**src/rtl/pacman_anim_ctrl_if.sv**
```systemverilog
// Game-logic <-> animation sequencer bundle for the Pac-Man sprite.
// Optional freeze input exists only when PACMAN_ANIM_FREEZE_EN is defined.
interface pacman_anim_ctrl_if;
  logic       frame_tick;
  logic [1:0] dir_in;
  logic       moving;
  logic       dying;
  logic [1:0] mouth;
  logic [1:0] dir_out;
  logic       death_active;
  logic [3:0] death_frame;
  logic       anim_done;
`ifdef PACMAN_ANIM_FREEZE_EN
  logic       freeze;

  modport master (
    output frame_tick, dir_in, moving, dying, freeze,
    input  mouth, dir_out, death_active, death_frame, anim_done
  );
  modport slave (
    input  frame_tick, dir_in, moving, dying, freeze,
    output mouth, dir_out, death_active, death_frame, anim_done
  );
`else
  modport master (
    output frame_tick, dir_in, moving, dying,
    input  mouth, dir_out, death_active, death_frame, anim_done
  );
  modport slave (
    input  frame_tick, dir_in, moving, dying,
    output mouth, dir_out, death_active, death_frame, anim_done
  );
`endif
endinterface

```
**src/rtl/pacman_anim_ctrl.sv**
```systemverilog
// Frame-synchronous Pac-Man sprite sequencer: mouth pose, facing and death frames.
// Optional pause input enabled by defining PACMAN_ANIM_FREEZE_EN.
module pacman_anim_ctrl #(
  parameter int FRAMES_PER_STEP = 4,
  parameter int DEATH_FRAMES    = 11
) (
  input logic              vga_clk,
  input logic              rst,
  pacman_anim_ctrl_if.slave bus
);
  localparam int CW = (FRAMES_PER_STEP > 1) ? $clog2(FRAMES_PER_STEP) : 1;
  localparam logic [CW-1:0] CNT_LAST = CW'(FRAMES_PER_STEP - 1);
  localparam logic [CW-1:0] CNT_ONE  = CW'(1);
  localparam logic [3:0]    DF_LAST  = 4'(DEATH_FRAMES - 1);

  typedef enum logic [2:0] {
    CLOSED  = 3'd0,
    OPENING = 3'd1,
    FULL    = 3'd2,
    CLOSING = 3'd3,
    DEATH   = 3'd4,
    DONE    = 3'd5
  } state_t;

  state_t        state;
  logic [CW-1:0] cnt;
  logic          frz;
  logic          tick;
  logic          wrap;

`ifdef PACMAN_ANIM_FREEZE_EN
  assign frz = bus.freeze;
`else
  assign frz = 1'b0;
`endif
  // A frozen frame is treated as if no vertical blank happened at all.
  assign tick = bus.frame_tick & ~frz;
  assign wrap = (cnt == CNT_LAST);

  function automatic state_t mouth_next(input state_t s);
    case (s)
      CLOSED:  return OPENING;
      OPENING: return FULL;
      FULL:    return CLOSING;
      default: return CLOSED;
    endcase
  endfunction

  function automatic logic [1:0] mouth_code(input state_t s);
    case (s)
      OPENING, CLOSING: return 2'd1;
      FULL:             return 2'd2;
      default:          return 2'd0;
    endcase
  endfunction

  always_ff @(posedge vga_clk or posedge rst) begin
    if (rst) begin
      state            <= CLOSED;
      cnt              <= {CW{1'b0}};
      bus.mouth        <= 2'd0;
      bus.dir_out      <= 2'd0;
      bus.death_active <= 1'b0;
      bus.death_frame  <= 4'd0;
      bus.anim_done    <= 1'b0;
    end else begin
      case (state)
        CLOSED, OPENING, FULL, CLOSING: begin
          if (tick) begin
            bus.dir_out <= bus.dir_in;
          end
          // Death preempts any pending mouth step on the same edge.
          if (bus.dying) begin
            state            <= DEATH;
            cnt              <= {CW{1'b0}};
            bus.mouth        <= 2'd0;
            bus.death_active <= 1'b1;
            bus.death_frame  <= 4'd0;
          end else if (tick && bus.moving) begin
            if (wrap) begin
              cnt       <= {CW{1'b0}};
              state     <= mouth_next(state);
              bus.mouth <= mouth_code(mouth_next(state));
            end else begin
              cnt <= cnt + CNT_ONE;
            end
          end
        end
        DEATH: begin
          if (tick) begin
            if (wrap) begin
              cnt <= {CW{1'b0}};
              if (bus.death_frame == DF_LAST) begin
                state         <= DONE;
                bus.anim_done <= 1'b1;
              end else begin
                bus.death_frame <= bus.death_frame + 4'd1;
              end
            end else begin
              cnt <= cnt + CNT_ONE;
            end
          end
        end
        DONE: begin
          if (!bus.dying && !frz) begin
            state            <= CLOSED;
            cnt              <= {CW{1'b0}};
            bus.mouth        <= 2'd0;
            bus.dir_out      <= 2'd0;
            bus.death_active <= 1'b0;
            bus.death_frame  <= 4'd0;
            bus.anim_done    <= 1'b0;
          end
        end
        default: begin
          state            <= CLOSED;
          cnt              <= {CW{1'b0}};
          bus.mouth        <= 2'd0;
          bus.dir_out      <= 2'd0;
          bus.death_active <= 1'b0;
          bus.death_frame  <= 4'd0;
          bus.anim_done    <= 1'b0;
        end
      endcase
    end
  end
endmodule

```
**src/flat_wrapper.sv**
```systemverilog
// flat-port wrapper written by rule: the top's interface ports become plain ports
module pacman_anim_ctrl_flat 
#(
  parameter int FRAMES_PER_STEP = 4,
  parameter int DEATH_FRAMES    = 11
)
  (vga_clk, rst, bus_frame_tick, bus_dir_in, bus_moving, bus_dying, bus_mouth, bus_dir_out, bus_death_active, bus_death_frame, bus_anim_done);
  pacman_anim_ctrl_if bus_i ();
  input logic vga_clk;
  input logic rst;
  input wire logic [$bits(bus_i.frame_tick)-1:0] bus_frame_tick;
  input wire logic [$bits(bus_i.dir_in)-1:0] bus_dir_in;
  input wire logic [$bits(bus_i.moving)-1:0] bus_moving;
  input wire logic [$bits(bus_i.dying)-1:0] bus_dying;
  output wire logic [$bits(bus_i.mouth)-1:0] bus_mouth;
  output wire logic [$bits(bus_i.dir_out)-1:0] bus_dir_out;
  output wire logic [$bits(bus_i.death_active)-1:0] bus_death_active;
  output wire logic [$bits(bus_i.death_frame)-1:0] bus_death_frame;
  output wire logic [$bits(bus_i.anim_done)-1:0] bus_anim_done;
  assign bus_i.frame_tick = bus_frame_tick;
  assign bus_i.dir_in = bus_dir_in;
  assign bus_i.moving = bus_moving;
  assign bus_i.dying = bus_dying;
  assign bus_mouth = bus_i.mouth;
  assign bus_dir_out = bus_i.dir_out;
  assign bus_death_active = bus_i.death_active;
  assign bus_death_frame = bus_i.death_frame;
  assign bus_anim_done = bus_i.anim_done;
  pacman_anim_ctrl #(.FRAMES_PER_STEP(FRAMES_PER_STEP), .DEATH_FRAMES(DEATH_FRAMES)) u_core (.vga_clk(vga_clk), .rst(rst), .bus(bus_i));
endmodule
```
**config.mk**
```make
export PLATFORM = sky130hd
export DESIGN_NAME = pacman_anim_ctrl_flat
export DESIGN_NICKNAME = d
export VERILOG_FILES = /design/src/rtl/pacman_anim_ctrl_if.sv /design/src/rtl/pacman_anim_ctrl.sv /design/src/flat_wrapper.sv
export SDC_FILE = /design/constraint.sdc
export NUM_CORES = 1
export LEC_CHECK = 0
export BUFFER_PORTS_ARGS = -buffer_cell sky130_fd_sc_hd__buf_2
export CAP_MARGIN = 0
export CORE_MARGIN = 10
export CORE_UTILIZATION = 52
export CTS_CLUSTER_SIZE = 28
export DETAILED_ROUTE_END_ITERATION = 6
export PLACE_DENSITY = 0.79
export SYNTH_ARGS = -nofsm -noshare
export SYNTH_HDL_FRONTEND = slang
export SYNTH_SLANG_ARGS = --single-unit
```
**constraint.sdc**
```tcl
create_clock -name vga_clk -period 2.16 [get_ports vga_clk]
set_clock_uncertainty 0.15 [all_clocks]
set_input_delay 0.216 -clock vga_clk [delete_from_list [all_inputs] [get_ports vga_clk]]
set_output_delay 0.216 -clock vga_clk [all_outputs]
set_load 0.01 [all_outputs]
```
# Word-level counts from Yosys, hierarchy flattened
# Cells that the tools add are included.
[word_totals]
wordCells = 78
output_inout_bits = 10
input_bits = 7
ff_bits = 15
[op_classes]
bitwise = 2
eq_ne = 19
n_mux = 37
n_addsub = 2
n_reduce_logical = 11
[ops]
columns = ["cell", "n"]
rows = [
  ["3-bit two-way mux", 9],
  ["2-bit case mux with 3 select lines", 4],
  ["4-bit two-way mux", 5],
  ["2-bit two-way mux", 9],
  ["3-bit by 2-bit == test with 1-bit output, second input constant", 4],
  ["4-bit case mux with 3 select lines", 1],
  ["2-bit != test, second input constant", 5],
  ["5-bit AND reduction", 2],
  ["3-bit case mux with 3 select lines", 1],
  ["3-bit AND reduction", 3],
  ["3-bit by 1-bit == test with 1-bit output, second input constant", 2],
  ["3-bit == test, second input constant", 2],
  ["3-bit by 2-bit != test with 1-bit output, second input constant", 2],
  ["1-bit case mux with 3 select lines", 2],
  ["6-bit AND reduction", 1],
  ["1-bit two-way mux", 5],
  ["4-bit by 1-bit adder with 4-bit output, second input constant", 1],
  ["4-bit == test, second input constant", 1],
  ["2-bit by 1-bit != test with 1-bit output, second input constant", 2],
  ["2-bit case mux with 2 select lines", 1],
  ["4-bit AND reduction", 1],
  ["4-bit OR reduction", 1],
  ["3-bit zero test", 1],
  ["2-bit by 1-bit adder with 2-bit output, second input constant", 1],
  ["other kinds (4)", 5],
]

# Longest topological paths before layout
[depth]
word_depth = 13
ltp_mapped = 6
depth_no_buf = 6

# Least setup slack after synthesis
# Ideal clock, no wire load.
[synth_timing]
path_kind = "reg2reg"
from = "register u_core.cnt[0]"
to = "register u_core.bus.death_frame[1]"
arrival_time_ns = 1.235
n_path_buf = 0
synth_period_minus_slack_ns = 1.521
setup_time_ns = 0.136
required_time_ns = 1.874
stages_incl_launch_ff = 5
setup_slack_ns = 0.639
cell_sequence = "dfrtp_1 > ha_1 > and3b_2 > a211oi_1 > o21ai_0"
[synth_via]
elab_chain_cells = 3
[synth_lines]
columns = ["element", "line", "text"]
rows = [
  ["start, declared", "pacman_anim_ctrl.sv:26", "logic [CW-1:0] cnt;"],
  ["start signal, assigned", "pacman_anim_ctrl.sv:60", "cnt <= {CW{1'b0}};"],
  ["start signal, assigned", "pacman_anim_ctrl.sv:75", "cnt <= {CW{1'b0}};"],
  ["start signal, assigned", "pacman_anim_ctrl.sv:81", "cnt <= {CW{1'b0}};"],
  ["2-bit == test", "pacman_anim_ctrl.sv:38", "assign wrap = (cnt == CNT_LAST);"],
  ["2-bit by 1-bit != test with 1-bit output (no source line)", "n/a", ""],
  ["5-bit AND reduction (no source line)", "n/a", ""],
  ["end signal, assigned", "pacman_anim_ctrl.sv:97", "bus.death_frame <= bus.death_frame + 4'd1;"],
  ["end, declared", "pacman_anim_ctrl_if.sv:31", "output mouth, dir_out, death_active, death_frame, anim_done"],
]
# Every way passes these cells.
# A chain may end at the register's enable or synchronous reset.

# Worst setup path in the final report
# Ends and elaborated chain as after synthesis.

==> summary.md <==
| Metric | Value |
|---|---|
| Status | `completed` |
| Clock power share | `0.165` |
| Clock Sinks | `15` |
| DRC Markers | `0` |
| Setup_tns | `0 ns` |
| Post-synth EDFFs | `0` |
| Peak per-stage delay on the critical path | `0.42 ns` |
| Critical register-to-register path startpoint | `u_core.cnt[0]` |
| Internal power | `0.609 mW` |
| Gr usage total | `0.0984` |
| Postcts setup bufs | `0` |
| First-pass GRT wire length | `2740 µm` |
| Vias in the first global route | `655` |
| Die W | `59.7 µm` |
| Final hold viol count | `0` |
| Post-Layout Inst Area | `930 µm²` |
| WL/cell | `14.8 µm` |
| Async set-reset flop share out of synthesis | `1.00` |
| Routed vias/inst | `5.78` |
| Highest-delay cell along the critical path | `a211oi_1` |
| Initial antenna violation count | `0` |
| Synth Instances | `87` |
| Slew headroom | `0.620` |
| Overflow left after global routing | `0` |
| Post-synth top cells | `15 x dfrtp_1, 8 x nand2_1, 8 x nor2_1, 8 x o21ai_0, 5 x inv_1` |
| Top-count cell post-synth | `dfrtp_1` |
| Worst Hold Class | `in -> reg` |
| Maxcap violations | `0` |
| Storage element area | `375 µm²` |
| Total Routed Length | `1780 µm` |
| N_diodes | `0` |
| Number of I/O pins | `17` |
| DRT iter0 DRCs | `16` |
| RSZ-0062 raised after global routing | `false` |
| Core ar. | `1510 µm²` |
| Seq/Total Area, Yosys | `0.458` |
| Skew-Pair Late Insertion Delay | `0.28 ns` |
| Distinct cells, synth | `31` |
| Finished Layout Cells | `120` |
| Area growth from synthesis to layout | `13.4%` |
| Pin count of the biggest net entering global routing | `16` |
| H-tree Lvls | `1` |
| Setup crit end kind | `flip-flop` |
| Antenna Nets Post-Route | `0` |
| Final period utilization | `0.811` |
| Worst r2r dst | `u_core.bus.death_frame[1]` |
| Syn Nets | `97` |
| Reg2reg setup slack | `0.41 ns` |
| Max FO, Critical Path | `5` |
| Top cell type's share of synthesized area | `0.458` |
| Worst setup path start | `u_core.cnt[0]` |
| Multi-input logic area | `398 µm²` |
| Pwr dens | `1050 nW/µm²` |
| Fmax | `571 MHz` |
| Peak supply drop | `0.591 mV` |
| Crit path kind | `reg -> reg` |
| CP arrival | `1.76 ns` |
| GP Congestion | `0.869` |
| Fillers | `138` |
| FF+latch count, synth | `15` |
| Leak Pwr | `0.458 nW` |
| Placed Cells | `115` |
| Final min period | `1.75 ns` |
| Fin nets | `115` |
| First-pass DRT Iterations | `4` |
| Die area | `3560 µm²` |
| Worst R2R Path Depth | `4` |
| Via count | `694` |
| Sw Pwr | `0.364 mW` |
| DP Area | `892 µm²` |
| PortBufs | `16` |
| Avg Cell Area, Syn | `9.42 µm²` |
| Final Setup Violations | `0` |
| Layout cells sized above 1 | `0.212` |
| CTS tree | `yes` |
| Critical path cell sequence | `ha_1 > and3b_2 > a211oi_1 > o21ai_0` |
| Logic pwr share | `0.369` |
| Top FF cell, synth | `dfrtp_1` |
| Sequential Power Share | `0.466` |
| Synth area leaders | `dfrtp_1 46%, o21ai_0 4.9%, ha_1 4.6%, nand2_1 3.7%, nor2_1 3.7%` |
| CTS clk-pin slew, worst paths | `0.09 ns` |
| Root Driver | `clkbuf_4` |
| Row count | `14` |
| Critical Path RT | `2.17 ns` |
| End of the critical path | `u_core.bus.death_frame[1]` |
| CTS Buf Count | `3` |
| Die Height | `59.7 µm` |
| Worst-margin pin slew | `0.569 ns` |
| Synth area leader | `dfrtp_1` |
| Starting Density | `0.544` |
| Hold slack | `0.0835 ns` |
| Max-slew violations | `0` |
| Sw frac | `0.374` |
| Area of the mapped netlist | `820 µm²` |
| Clock Path Buffers | `2` |
| Synth Warn # | `0` |
| Element type at the critical path start | `flip-flop` |
| Hpwl dp | `1290 µm` |
## logic make-up (layout without fill, tap and decap cells)
group | after synthesis | in the layout | synth area share
fa+ha+maj | 3 | 3 | 0.0458
simple gates | 28 | 28 | 0.166
compound gates | 27 | 27 | 0.217
mux | 2 | 2 | 0.0244
xor+xnor | 3 | 3 | 0.0321
flops | 15 | 15 | 0.458
buf+inv | 9 | 26 | 0.0565
## registers in the layout (all words and copies together) (netlist names)
signal,flops
u_core.bus.anim_done,1
u_core.bus.death_active,1
u_core.bus.death_frame,4
u_core.bus.dir_out,2
u_core.bus.mouth,2
u_core.cnt,2
u_core.state,3
## through the flow
| step | setup WS (ns) | power, mW | util |
|---|---|---|---|
| global route | 0.356 | 1.05 | 0.617 |
| CTS | 0.441 | 0.981 | 0.617 |
| detailed placement | 0.461 | 0.817 | 0.592 |
| global placement | 0.531 | 0.818 | 0.592 |
| finish | 0.409 | 0.974 | 0.617 |
| floorplan | 0.639 | 0.689 | - |
## worst min path at each step
stage	startpoint	depth (start not counted)	slack, ns	to
2_1_floorplan	rst	1	-0.03	u_core.bus.anim_done
3_3_place_gp	rst	2	0.14	u_core.bus.mouth[1]
3_5_place_dp	rst	2	0.15	u_core.bus.death_frame[3]
4_1_cts	bus_dir_in[1]	3	0.09	u_core.bus.dir_out[1]
5_1_grt	bus_dir_in[1]	3	0.13	u_core.bus.dir_out[1]
6_report	bus_dir_in[1]	3	0.08	u_core.bus.dir_out[1]
## critical path, delay by kind of cell (launching register included)
kind	cells	cell delay, ns
compound gates	2	0.57
flops	1	0.41
simple gates	1	0.24
fa+ha+maj	1	0.24
## power groups by stage
stage | Combinational (mW) | Clock [mW] | Sequential (mW)
2_1_floorplan | 0.218 | 0 | 0.471
3_3_place_gp | 0.364 | 0 | 0.455
3_5_place_dp | 0.361 | 0 | 0.456
4_1_cts | 0.365 | 0.164 | 0.452
5_1_grt | 0.406 | 0.175 | 0.466
6_report | 0.359 | 0.161 | 0.453
## repair_timing
action,4_1_cts,5_1_grt
hold buffers,1,0
endpoints found under the hold margin,15,0
resized for setup,0,0
## layout make-up
type,instances,share of cell area
clock buffers,3,0.0242
clock inverters,1,0.00538
inverters,5,0.0202
multi-input cells,63,0.428
flip-flops and latches,15,0.404
well taps,16,0.0215
repair buffers,17,0.0969
## placed cells by master, fill, tap and decap left out
| cell | n |
|---|---|
| and3b_2 | 1 |
| nand2_1 | 8 |
| o31ai_1 | 1 |
| dlygate4sd3_1 | 1 |
| clkbuf_4 | 3 |
| a211o_1 | 1 |
| a22o_1 | 3 |
| nor2_1 | 8 |
| xnor2_1 | 2 |
| clkinv_2 | 1 |
| inv_1 | 5 |
| buf_2 | 16 |
| nand3b_1 | 1 |
| o31a_1 | 2 |
| dfrtp_1 | 15 |
| a31oi_1 | 1 |
| ha_1 | 3 |
| a211oi_1 | 1 |
| mux2i_1 | 2 |
| or2_2 | 1 |
| o21ai_0 | 8 |
| a22oi_1 | 2 |
| o22ai_1 | 3 |
| xor2_1 | 1 |
| a41o_1 | 1 |
| nand2b_1 | 1 |
| nor2b_1 | 3 |
| nand4_1 | 1 |
| a21oi_1 | 4 |
| nand3_1 | 3 |
| and3_1 | 1 |
## metal layers
metal | vias up | routed length [µm] | track usage | share of wire
met3 | 4 | 123 | 0.0275 | 0.069
met1 | 324 | 865 | 0.121 | 0.49
met2 | 24 | 762 | 0.153 | 0.43
met4 | 0 | 28 | 0.0481 | 0.016
li1 | 342 | - | - | -
met5 | - | 0 | 0 | 0
Note: power is estimated with default switching activity, not from simulation.
